--- src/rtl/core_pkg.sv ---
// -----------------------------------------------------------------------------
// core_pkg : shared definitions for the multicycle RV32I control path.
//   - RV32I major opcodes consumed by the sequencer
//   - FSM state enum and the encoded select/cause enums driven on mc_ctrl ports
//   - is_legal_opcode() helper used by DECODE
// -----------------------------------------------------------------------------
package core_pkg;

   localparam logic [6:0] OP_R      = 7'b0110011;
   localparam logic [6:0] OP_IMM    = 7'b0010011;
   localparam logic [6:0] OP_LOAD   = 7'b0000011;
   localparam logic [6:0] OP_STORE  = 7'b0100011;
   localparam logic [6:0] OP_BRANCH = 7'b1100011;
   localparam logic [6:0] OP_JAL    = 7'b1101111;
   localparam logic [6:0] OP_JALR   = 7'b1100111;
   localparam logic [6:0] OP_LUI    = 7'b0110111;
   localparam logic [6:0] OP_AUIPC  = 7'b0010111;

   typedef enum logic [2:0] {
      S_FETCH,
      S_DECODE,
      S_EXEC,
      S_MEM,
      S_WB,
      S_TRAP
   } state_e;

   typedef enum logic [1:0] {
      ALU_ADD    = 2'b00,
      ALU_BRANCH = 2'b01,
      ALU_FUNCT  = 2'b10,
      ALU_PASS_B = 2'b11
   } alu_op_e;

   typedef enum logic [1:0] {
      PC_PLUS4 = 2'b00,
      PC_IMM   = 2'b01,
      PC_ALU   = 2'b10
   } pc_sel_e;

   typedef enum logic [1:0] {
      WB_ALU = 2'b00,
      WB_MEM = 2'b01,
      WB_PC4 = 2'b10
   } wb_sel_e;

   typedef enum logic [1:0] {
      TRAP_NONE    = 2'b00,
      TRAP_ILLEGAL = 2'b01,
      TRAP_BUS     = 2'b10
   } trap_cause_e;

   function automatic logic is_legal_opcode(input logic [6:0] op);
      case (op)
         OP_R, OP_IMM, OP_LOAD, OP_STORE, OP_BRANCH,
         OP_JAL, OP_JALR, OP_LUI, OP_AUIPC: return 1'b1;
         default:                           return 1'b0;
      endcase
   endfunction

endpackage

--- src/rtl/mc_timeout.sv ---
// -----------------------------------------------------------------------------
// mc_timeout : memory-handshake watchdog.
//   Counts consecutive cycles with a pending, unanswered request. o_expired
//   fires in the cycle that would be the MEM_TIMEOUT-th unanswered one, so the
//   owner can leave the waiting state on the following edge.
// Ports:
//   clk       core clock
//   rst       async active-high reset
//   i_clr     restart the count (request answered or owner changed state)
//   i_inc     request pending and not answered this cycle
//   o_expired limit reached this cycle
// -----------------------------------------------------------------------------
module mc_timeout #(
   parameter int MEM_TIMEOUT = 16
) (
   input  logic clk,
   input  logic rst,
   input  logic i_clr,
   input  logic i_inc,
   output logic o_expired
);

   localparam int CW = (MEM_TIMEOUT > 1) ? $clog2(MEM_TIMEOUT) : 1;
   localparam logic [CW-1:0] LIMIT = CW'(MEM_TIMEOUT - 1);

   logic [CW-1:0] r_cnt;

   // Depends only on i_inc and the count, never on i_clr, so the owner may
   // derive i_clr from a next-state that itself consumes o_expired.
   assign o_expired = i_inc && (r_cnt == LIMIT);

   // NOTE: sequential state uses non-blocking assignments so every register
   // samples pre-edge values regardless of block ordering.
   always_ff @(posedge clk or posedge rst) begin
      if (rst) begin
         r_cnt <= '0;
      end else if (i_clr) begin
         r_cnt <= '0;
      end else if (i_inc && (r_cnt != LIMIT)) begin
         r_cnt <= r_cnt + CW'(1);
      end
   end

endmodule

--- src/rtl/mc_ctrl.sv ---
// -----------------------------------------------------------------------------
// mc_ctrl : multicycle control sequencer for the RV32I core.
//   FETCH -> DECODE -> EXEC -> [MEM] -> [WB] -> FETCH, with a terminal TRAP
//   state for illegal opcodes and memory-handshake timeouts.
// Ports:
//   clk, rst            core clock / async active-high reset
//   opcode, f3, f7      decoded fields from ID (f3/f7 consumed by ALU decode)
//   rd_zero             destination is x0 (suppresses WrEn)
//   branch_taken        comparator result, sampled in EXEC
//   mem_ready           memory completes the current request
//   mem_req, mem_we     memory request / store
//   addr_sel            memory address: 0 PC, 1 ALU result
//   ir_en, pc_en        instruction-register load / PC update
//   pc_sel, wb_sel      next-PC and write-back source selects
//   WrEn                register-file write enable
//   alu_op, alu_b_imm   ALU operation / operand-B immediate select
//   trap, trap_cause    sticky trap flag and its cause
//   instret             retired-instruction counter (wraps)
// -----------------------------------------------------------------------------
module mc_ctrl
   import core_pkg::*;
#(
   parameter int MEM_TIMEOUT = 16,
   parameter int CNT_W       = 32
) (
   input  logic             clk,
   input  logic             rst,
   input  logic [6:0]       opcode,
   input  logic [2:0]       f3,
   input  logic [6:0]       f7,
   input  logic             rd_zero,
   input  logic             branch_taken,
   input  logic             mem_ready,
   output logic             mem_req,
   output logic             mem_we,
   output logic             addr_sel,
   output logic             ir_en,
   output logic             pc_en,
   output logic [1:0]       pc_sel,
   output logic             WrEn,
   output logic [1:0]       wb_sel,
   output logic [1:0]       alu_op,
   output logic             alu_b_imm,
   output logic             trap,
   output logic [1:0]       trap_cause,
   output logic [CNT_W-1:0] instret
);

   state_e           r_state;
   logic [6:0]       r_opcode;
   trap_cause_e      r_trap_cause;
   logic [CNT_W-1:0] r_instret;

   state_e           w_next_state;
   logic             w_mem_req;
   logic             w_retire;
   logic             w_expired;
   logic             w_mem_phase;
   alu_op_e          w_alu_op;
   pc_sel_e          w_pc_sel;
   wb_sel_e          w_wb_sel;
   trap_cause_e      w_trap_cause_nxt;

   // f3/f7 are forwarded to ALU decode outside this block.
   logic w_unused;
   assign w_unused = ^{f3, f7};

   // Kept separate from the FSM process so the watchdog path has no
   // dependency on next-state logic.
   assign w_mem_phase = (r_state == S_FETCH) || (r_state == S_MEM);

   mc_timeout #(
      .MEM_TIMEOUT (MEM_TIMEOUT)
   ) u_timeout (
      .clk       (clk),
      .rst       (rst),
      .i_clr     (mem_ready || (w_next_state != r_state)),
      .i_inc     (w_mem_phase && !mem_ready),
      .o_expired (w_expired)
   );

   always_ff @(posedge clk or posedge rst) begin
      if (rst) begin
         r_state      <= S_FETCH;
         r_opcode     <= '0;
         r_trap_cause <= TRAP_NONE;
         r_instret    <= '0;
      end else begin
         r_state <= w_next_state;
         if (r_state == S_DECODE) begin
            r_opcode <= opcode;
         end
         if ((r_state != S_TRAP) && (w_next_state == S_TRAP)) begin
            r_trap_cause <= w_trap_cause_nxt;
         end
         if (w_retire) begin
            r_instret <= r_instret + CNT_W'(1);
         end
      end
   end

   // NOTE: every signal gets a default before the case so no path leaves a
   // value unassigned, which would otherwise infer a latch.
   always_comb begin
      w_next_state     = r_state;
      w_trap_cause_nxt = TRAP_NONE;
      w_mem_req        = 1'b0;
      w_retire         = 1'b0;
      mem_we           = 1'b0;
      addr_sel         = 1'b0;
      ir_en            = 1'b0;
      pc_en            = 1'b0;
      WrEn             = 1'b0;
      alu_b_imm        = 1'b0;
      w_alu_op         = ALU_ADD;
      w_pc_sel         = PC_PLUS4;
      w_wb_sel         = WB_ALU;

      case (r_state)
         S_FETCH: begin
            w_mem_req = 1'b1;
            if (w_expired) begin
               w_next_state     = S_TRAP;
               w_trap_cause_nxt = TRAP_BUS;
            end else if (mem_ready) begin
               ir_en        = 1'b1;
               w_next_state = S_DECODE;
            end
         end

         S_DECODE: begin
            if (is_legal_opcode(opcode)) begin
               w_next_state = S_EXEC;
            end else begin
               w_next_state     = S_TRAP;
               w_trap_cause_nxt = TRAP_ILLEGAL;
            end
         end

         S_EXEC: begin
            alu_b_imm = !((r_opcode == OP_R) || (r_opcode == OP_BRANCH));
            case (r_opcode)
               OP_R, OP_IMM: w_alu_op = ALU_FUNCT;
               OP_LUI:       w_alu_op = ALU_PASS_B;
               OP_BRANCH:    w_alu_op = ALU_BRANCH;
               default:      w_alu_op = ALU_ADD;
            endcase
            if (r_opcode == OP_BRANCH) begin
               pc_en        = 1'b1;
               w_pc_sel     = branch_taken ? PC_IMM : PC_PLUS4;
               w_retire     = 1'b1;
               w_next_state = S_FETCH;
            end else if ((r_opcode == OP_LOAD) || (r_opcode == OP_STORE)) begin
               w_next_state = S_MEM;
            end else begin
               w_next_state = S_WB;
            end
         end

         S_MEM: begin
            w_mem_req = 1'b1;
            addr_sel  = 1'b1;
            mem_we    = (r_opcode == OP_STORE);
            if (w_expired) begin
               w_next_state     = S_TRAP;
               w_trap_cause_nxt = TRAP_BUS;
            end else if (mem_ready) begin
               if (r_opcode == OP_STORE) begin
                  pc_en        = 1'b1;
                  w_retire     = 1'b1;
                  w_next_state = S_FETCH;
               end else begin
                  w_next_state = S_WB;
               end
            end
         end

         S_WB: begin
            WrEn  = !rd_zero;
            pc_en = 1'b1;
            case (r_opcode)
               OP_LOAD:          w_wb_sel = WB_MEM;
               OP_JAL, OP_JALR:  w_wb_sel = WB_PC4;
               default:          w_wb_sel = WB_ALU;
            endcase
            case (r_opcode)
               OP_JAL:   w_pc_sel = PC_IMM;
               OP_JALR:  w_pc_sel = PC_ALU;
               default:  w_pc_sel = PC_PLUS4;
            endcase
            w_retire     = 1'b1;
            w_next_state = S_FETCH;
         end

         S_TRAP: begin
            w_next_state = S_TRAP;
         end

         default: begin
            w_next_state = S_FETCH;
         end
      endcase
   end

   // The state register resets straight into FETCH; masking with rst keeps
   // the bus quiet for as long as reset is held.
   assign mem_req    = w_mem_req && !rst;
   assign alu_op     = w_alu_op;
   assign pc_sel     = w_pc_sel;
   assign wb_sel     = w_wb_sel;
   assign trap       = (r_state == S_TRAP);
   assign trap_cause = r_trap_cause;
   assign instret    = r_instret;

endmodule
--- config.mk ---
export PLATFORM = sky130hd
export DESIGN_NAME = mc_ctrl
export DESIGN_NICKNAME = d
export VERILOG_FILES = /design/src/rtl/core_pkg.sv /design/src/rtl/mc_timeout.sv /design/src/rtl/mc_ctrl.sv
export SDC_FILE = /design/constraint.sdc
export NUM_CORES = 1
export LEC_CHECK = 0
export ABC_AREA = 1
export BUFFER_PORTS_ARGS = -buffer_cell sky130_fd_sc_hd__buf_4
export CORE_MARGIN = 5
export CORE_UTILIZATION = 25
export CTS_CLUSTER_SIZE = 12
export DETAILED_ROUTE_END_ITERATION = 8
export PLACE_DENSITY = 0.52
export SLEW_MARGIN = 20
export SYNTH_ARGS = -nofsm -noshare
export SYNTH_HDL_FRONTEND = slang
export SYNTH_SLANG_ARGS = --single-unit
--- constraint.sdc ---
create_clock -name clk -period 1.55 [get_ports clk]
set_input_delay 0 -clock clk [delete_from_list [all_inputs] [get_ports clk]]
set_output_delay 0 -clock clk [all_outputs]
set_load 0.05 [all_outputs]
**After elaboration in Yosys (flattened, before gate mapping)**

Cells that the tools add are included.

- Flip-flop bits (word level): 48
- Input port bits: 22
- Word-level logic and storage cells: 90

- Add/sub/neg operators: 2
- Eq/ne operators: 27
- Mux-type cells: 37
- Reductions and logical operators: 19

Operators by type and width:

| kind | number |
|---|---|
| $eq 7x6->1 const B | 6 |
| $eq 7x7->1 const B | 6 |
| $add 32x1->32 const B | 1 |
| $mux 3 | 8 |
| $eq 7x5->1 const B | 3 |
| $mux 1 | 17 |
| $pmux 2 s2 | 4 |
| $pmux 3 s5 | 1 |
| $eq 7x2->1 const B | 2 |
| $eq 3x3->1 const B | 3 |
| $reduce_or 9->1 | 1 |
| $mux 4 | 2 |
| $eq 3x2->1 const B | 2 |
| $mux 2 | 3 |
| $pmux 2 s3 | 1 |
| $reduce_or 2->1 | 3 |
| $logic_and 1x1->1 | 5 |
| $add 4x1->4 const B | 1 |
| $eq 4x4->1 const B | 1 |
| $logic_not 1->1 | 4 |
| $logic_or 1x1->1 | 4 |
| $ne 4x4->1 const B | 1 |
| $eq 3x1->1 const B | 1 |
| $logic_not 3->1 | 1 |
| other kinds (4) | 4 |

**Logic depth before layout (Yosys ltp)**

- Depth after elaboration: 9
- Mapped depth: 12

**Cells and area by module**

From an unflattened synthesis, not the netlist that was laid out.

- Cell total of the unflattened synthesis: 472
- Area, all modules: 3138.0 µm²

Modules (own cells, without submodules):

| module | instances | cells an instance | area an instance (µm²) |
|---|---|---|---|
| mc_ctrl | 1 | 441 | 2899.0 |
| mc_timeout | 1 | 31 | 239.0 |

**Least setup slack after synthesis**

Ideal clock, no wire load.

- Path kind: flip-flop to flip-flop
- From: register r_instret[0] (netlist: instret[0])
- To: register r_instret[20] (netlist: instret[20])
- Arrival time: 1.933 ns
- Data required time: 1.468 ns
- Setup slack: -0.465 ns
- Stages on the path, launching flop included: 9
- Path buffers: 0
- Path through: dfrtp_1 -> ha_1 -> nand3_1 -> nor3_1 -> nand2_1 -> nor3b_2 -> nand2_1 -> nor2_1 -> xor2_1

- Word-level cells in the longest chain between the ends: 1

RTL lines:

| what | line | RTL |
|---|---|---|
| from (decl) | mc_ctrl.sv:52 | `logic [CNT_W-1:0] r_instret;` |
| from (signal assigned) | mc_ctrl.sv:97 | `r_instret <= r_instret + CNT_W'(1);` |
| $add 32x1->32 | mc_ctrl.sv:97 |  |

No other way between the ends.
A chain may end at the register's enable or synchronous reset.

**Final worst setup path**

- From: register r_state[2]
- To: output port pc_en

- Word-level cells in the longest chain between the ends: 6
- Elaborated cells between the ends (all ways): 9
- Those cells by class: 3 x eq/ne; 2 x mux; 4 x reduce/logical

RTL lines:

| what | line | RTL |
|---|---|---|
| from (decl) | mc_ctrl.sv:49 | `state_e r_state;` |
| from (signal assigned) | mc_ctrl.sv:89 | `r_state <= w_next_state;` |
| $eq 3x2->1 or $logic_not 3->1 (tied branches) | mc_ctrl.sv:70, mc_ctrl.sv:119 |  |
| $logic_or 1x1->1 | mc_ctrl.sv:70 | `assign w_mem_phase = (r_state == S_FETCH) \|\| (r_state == S_MEM);` |
| $logic_and 1x1->1 | mc_ctrl.sv:78 | `.i_inc (w_mem_phase && !mem_ready),` |
| $logic_and 1x1->1 | mc_timeout.sv:30 | `assign o_expired = i_inc && (r_cnt == LIMIT);` |
| $mux 1 | mc_ctrl.sv:164 | `if (w_expired) begin` |
| $pmux 1 s3 (*) | mc_ctrl.sv:119 | `case (r_state)` |
| to (decl) | mc_ctrl.sv:38 | `output logic pc_en,` |

Mark *: on every way between the ends. The rest lies on a longest branch, timed or not.

==> impl_metrics.tcl <==
set metrics [dict create \
    worstPathCellList "inv_4 > nand3_4 > nor2_4 > nand3_2 > nand3_4 > buf_4 > buf_6 > buf_8" \
    yosysWarnings 0 \
    clkPwrFrac_pct 17.2 \
    power_frac_comb_pct 58.7 \
    row_count 38 \
    crit_path_top_delay_cell "dfrtp_1" \
    grt_pass1_vias 2970 \
    grt_usage_pct 12.7 \
    layout.nets 540 \
    cts_root_buf "clkbuf_16" \
    synth_top_cell_area_share_pct 42.7 \
    dp_cells 624 \
    drt_iter0_drc 73 \
    cts_sinks 48 \
    critical-path-max-stage-delay_ps 410 \
    io_buffers 59 \
    rsz0062_at_grt "yes" \
    synth_area_leaders "dfrtp_1, nand2_1, xor2_1, inv_1, nand3_1" \
    placed_area_mm2 0.00408 \
    drive_gt1_share_pct 55.9 \
    fmax_ghz 0.601 \
    p_int_mw 4.18 \
    holdPathEnd "u_timeout.r_cnt[2]$_DFFE_PP0P_" \
    fin_ws_ps -113 \
    die_x_um 116 \
    synth_compound_gate_area_share_pct 2.71 \
    netSwitchingFraction_pct 41.9 \
    final_cells 657 \
    area_growth_pct 78.6 \
    cp_num_buf_inv 4 \
    min_path_type "input port to flop" \
    r2r_start "r_state[2]$_DFF_PP0_" \
    initial_core_util_pct 25.7 \
    worst_ep_required_time_ps 1550 \
    final-setup-viol-count 28 \
    status "finished, violations left" \
    post-place-ws_ps -137 \
    period_share_pct 107 \
    cp_max_fo 5 \
    clock_path_buffers 2 \
    min_from "mem_ready" \
    worstPathArrival_ps 1660 \
    die-height_um 116 \
    grt_overflow 0 \
    maxCapViolations 0 \
    r2r-end "instret[19]$_DFFE_PP0P_" \
    slew_viol_final 0 \
    synth_cell_types 29 \
    h-tree-depth 2 \
    tritoncts "yes" \
    synth_cells 354 \
    antenna_cells 0 \
    ant_nets 0 \
    ir_worst_vdd_uv 914 \
    synth_top_family_by_area "simple AND/OR/NAND/NOR gates" \
    synthMuxAreaShare_pct 0.401 \
    routed_wl_um 8600 \
    io_pins 70 \
    r2r_setup_slack_ps -90 \
    vias_per_cell 4.35 \
    coreArea_mm2 0.0109 \
    drc 0 \
    ys_seq_area_share_pct 42.7 \
    syn-num-nets 378 \
    routabilityCongestion 0.810 \
    cts_buffers 5 \
    dieArea_mm2 0.0135 \
    end_kind "output pin" \
    synth.cell_area_mm2 0.00281 \
    power.density_mw_per_mm2 1430 \
    synth-adder-area-share_pct 0.890 \
    fin_area_mm2 0.00502 \
    drtPass1Iterations 6 \
    dp_hpwl_um 6240 \
    crit_top_cell "nand3_4" \
    startpoint_type "flop" \
    yosys.area.top_type "dfrtp_1" \
    antenna_found_initial 0 \
    clkLatencyLatePin_ps 290 \
    seqPwrFrac_pct 24.0 \
    p_leak_nw 2.44 \
    switching_power_mw 3.01 \
    ys_ff_latch 48 \
    synth_xor_xnor_area_share_pct 9.35 \
    wl_per_cell_um 13.1 \
    timing.final.crit_period_ps 1660 \
    clkTransAtPathRegs_ps 60 \
    hold_depth 4 \
    syn_avg_cell_area_um2 7.94 \
    cp_top_family "buffers and inverters" \
    worstSetupPathType "flop to output pin" \
    max_slew_margin_pct 65.7 \
    fin_skew_ps 3.92 \
    grt_max_degree 33 \
    worst_pin_slew_ps 510 \
    vias 2859 \
    hold_viol 0 \
    violations "negative setup slack" \
    worst-r2r-cell-count 11 \
    grt_pass1_wl_um 13700 \
    synth-simple-area-share_pct 36.2 \
]
[placed cells by master (no fill, tap or decap), types with 2 or more instances in the layout]
| master | synthesis | routed |
|---|---|---|
| a21oi_1 | 4 | 2 |
| buf_12 | 0 | 4 |
| buf_4 | 0 | 114 |
| buf_6 | 1 | 31 |
| clkbuf_16 | 0 | 5 |
| dfrtp_1 | 48 | 25 |
| dfrtp_2 | 0 | 23 |
| dlygate4sd3_1 | 0 | 8 |
| inv_1 | 47 | 36 |
| inv_2 | 3 | 11 |
| inv_4 | 0 | 2 |
| nand2_1 | 90 | 73 |
| nand2_2 | 6 | 17 |
| nand2_4 | 0 | 6 |
| nand3_1 | 28 | 14 |
| nand3_2 | 5 | 8 |
| nand3_4 | 2 | 13 |
| nand4_1 | 10 | 10 |
| nor2_1 | 30 | 13 |
| nor2_2 | 3 | 13 |
| nor2_4 | 4 | 11 |
| nor3_1 | 16 | 5 |
| nor3_2 | 5 | 9 |
| nor3_4 | 0 | 7 |
| nor4_2 | 0 | 2 |
| o21ai_0 | 9 | 7 |
| o21ai_1 | 1 | 2 |
| xnor2_1 | 9 | 9 |
| xor2_1 | 21 | 20 |
[power groups by stage]
stage,sequential (mW),combinational (mW),clock (mW)
3_3_place_gp,1.71,3.09,0
3_5_place_dp,1.71,3.11,0
2_1_floorplan,2.11,1.39,0
6_report,1.73,4.22,1.24
4_1_cts,1.71,3.59,1.26
5_1_grt,1.76,4.55,1.31
[metrics by stage]
stage | total power [mW] | hold WS, ps | util (%) | setup TNS [ps]
6_report | 7.19 | 49.2 | 45.9 | -1400
3_5_place_dp | 4.82 | 24.5 | 37.3 | -2150
2_1_floorplan | 3.51 | 117 | - | -1470
5_1_grt | 7.62 | 54.9 | 45.9 | -5220
3_3_place_gp | 4.80 | 20.9 | 37.3 | -1140
4_1_cts | 6.57 | 41.5 | 42.4 | -1020
[worst reg2reg max path: cells and delay by family, from the launching register on]
kind	cells	cell delay, ps
AOI/OAI and AO/OA	1	100
buffers and inverters	3	370
DFF	1	410
and+or+nand+nor	7	660
[layout make-up]
class / instances / area (um^2)
fill: 1062 / 5910
sequential: 48 / 1230
clock buffer: 6 / 129
tap: 140 / 175
inverter: 50 / 196
clock inverter: 2 / 35.0
multi-input combinational: 253 / 1880
timing repair buffer: 158 / 1380
[logic make-up (layout without fill, tap and decap cells)]
kind of cell    after synthesis  in the layout
buf+inv                      53            216
flops                        48             48
compound gates               15             15
simple gates                205            205
xor+xnor                     30             30
fa+ha+maj                     2              2
mux                           1              1
[state kept, by name, summed over array words and instances (netlist names)]
name	flops
r_opcode	7
r_state	3
u_timeout.r_cnt	4
trap_cause	2
instret	32
[Yosys cell counts (all sizes together)]
master  count
nand3      35
nand3b      1
inv        50
and3b       1
ha          2
nand4      10
a21oi       4
nand2      96
nor3b       1
mux2        1
xnor2       9
nor2       37
o22ai       1
buf         2
nor3       21
dfrtp      48
xor2       21
o21ai      10
nor4        3
clkbuf      1
[how the worst max path moves through the flow]
stage                                           to  cells past startpoint                    start
global route               instret[19]$_DFFE_PP0P_                     11     r_state[2]$_DFF_PP0_
floorplan                  instret[28]$_DFFE_PP0P_                     10   instret[0]$_DFFE_PP0P_
CTS                        instret[25]$_DFFE_PP0P_                      9     r_state[2]$_DFF_PP0_
global placement    u_timeout.r_cnt[0]$_DFFE_PP0P_                     12  r_opcode[4]$_DFFE_PP0P_
detailed placement         instret[20]$_DFFE_PP0P_                      8   instret[1]$_DFFE_PP0P_
finish                                       pc_en                      8     r_state[2]$_DFF_PP0_
[per-layer routing]
| metal | vias to the layer above | track usage, % | wire (um) |
|---|---|---|---|
| li1 | 1450 | - | - |
| met1 | 1348 | 15.5 | 3590 |
| met2 | 53 | 23.0 | 4490 |
| met3 | 8 | 2.51 | 442 |
| met4 | 0 | 2.55 | 74 |
| met5 | - | 0 | 0 |
[timing repair]
action / CTS / global route
gates resized for setup: 56 / 79
setup buffers: 10 / 7
pin swaps: 15 / 21
hold buffers: 8 / 0
setup endpoints to repair: 40 / 49
hold endpoints to repair: 23 / 0
(Power assumes the default switching activity.)
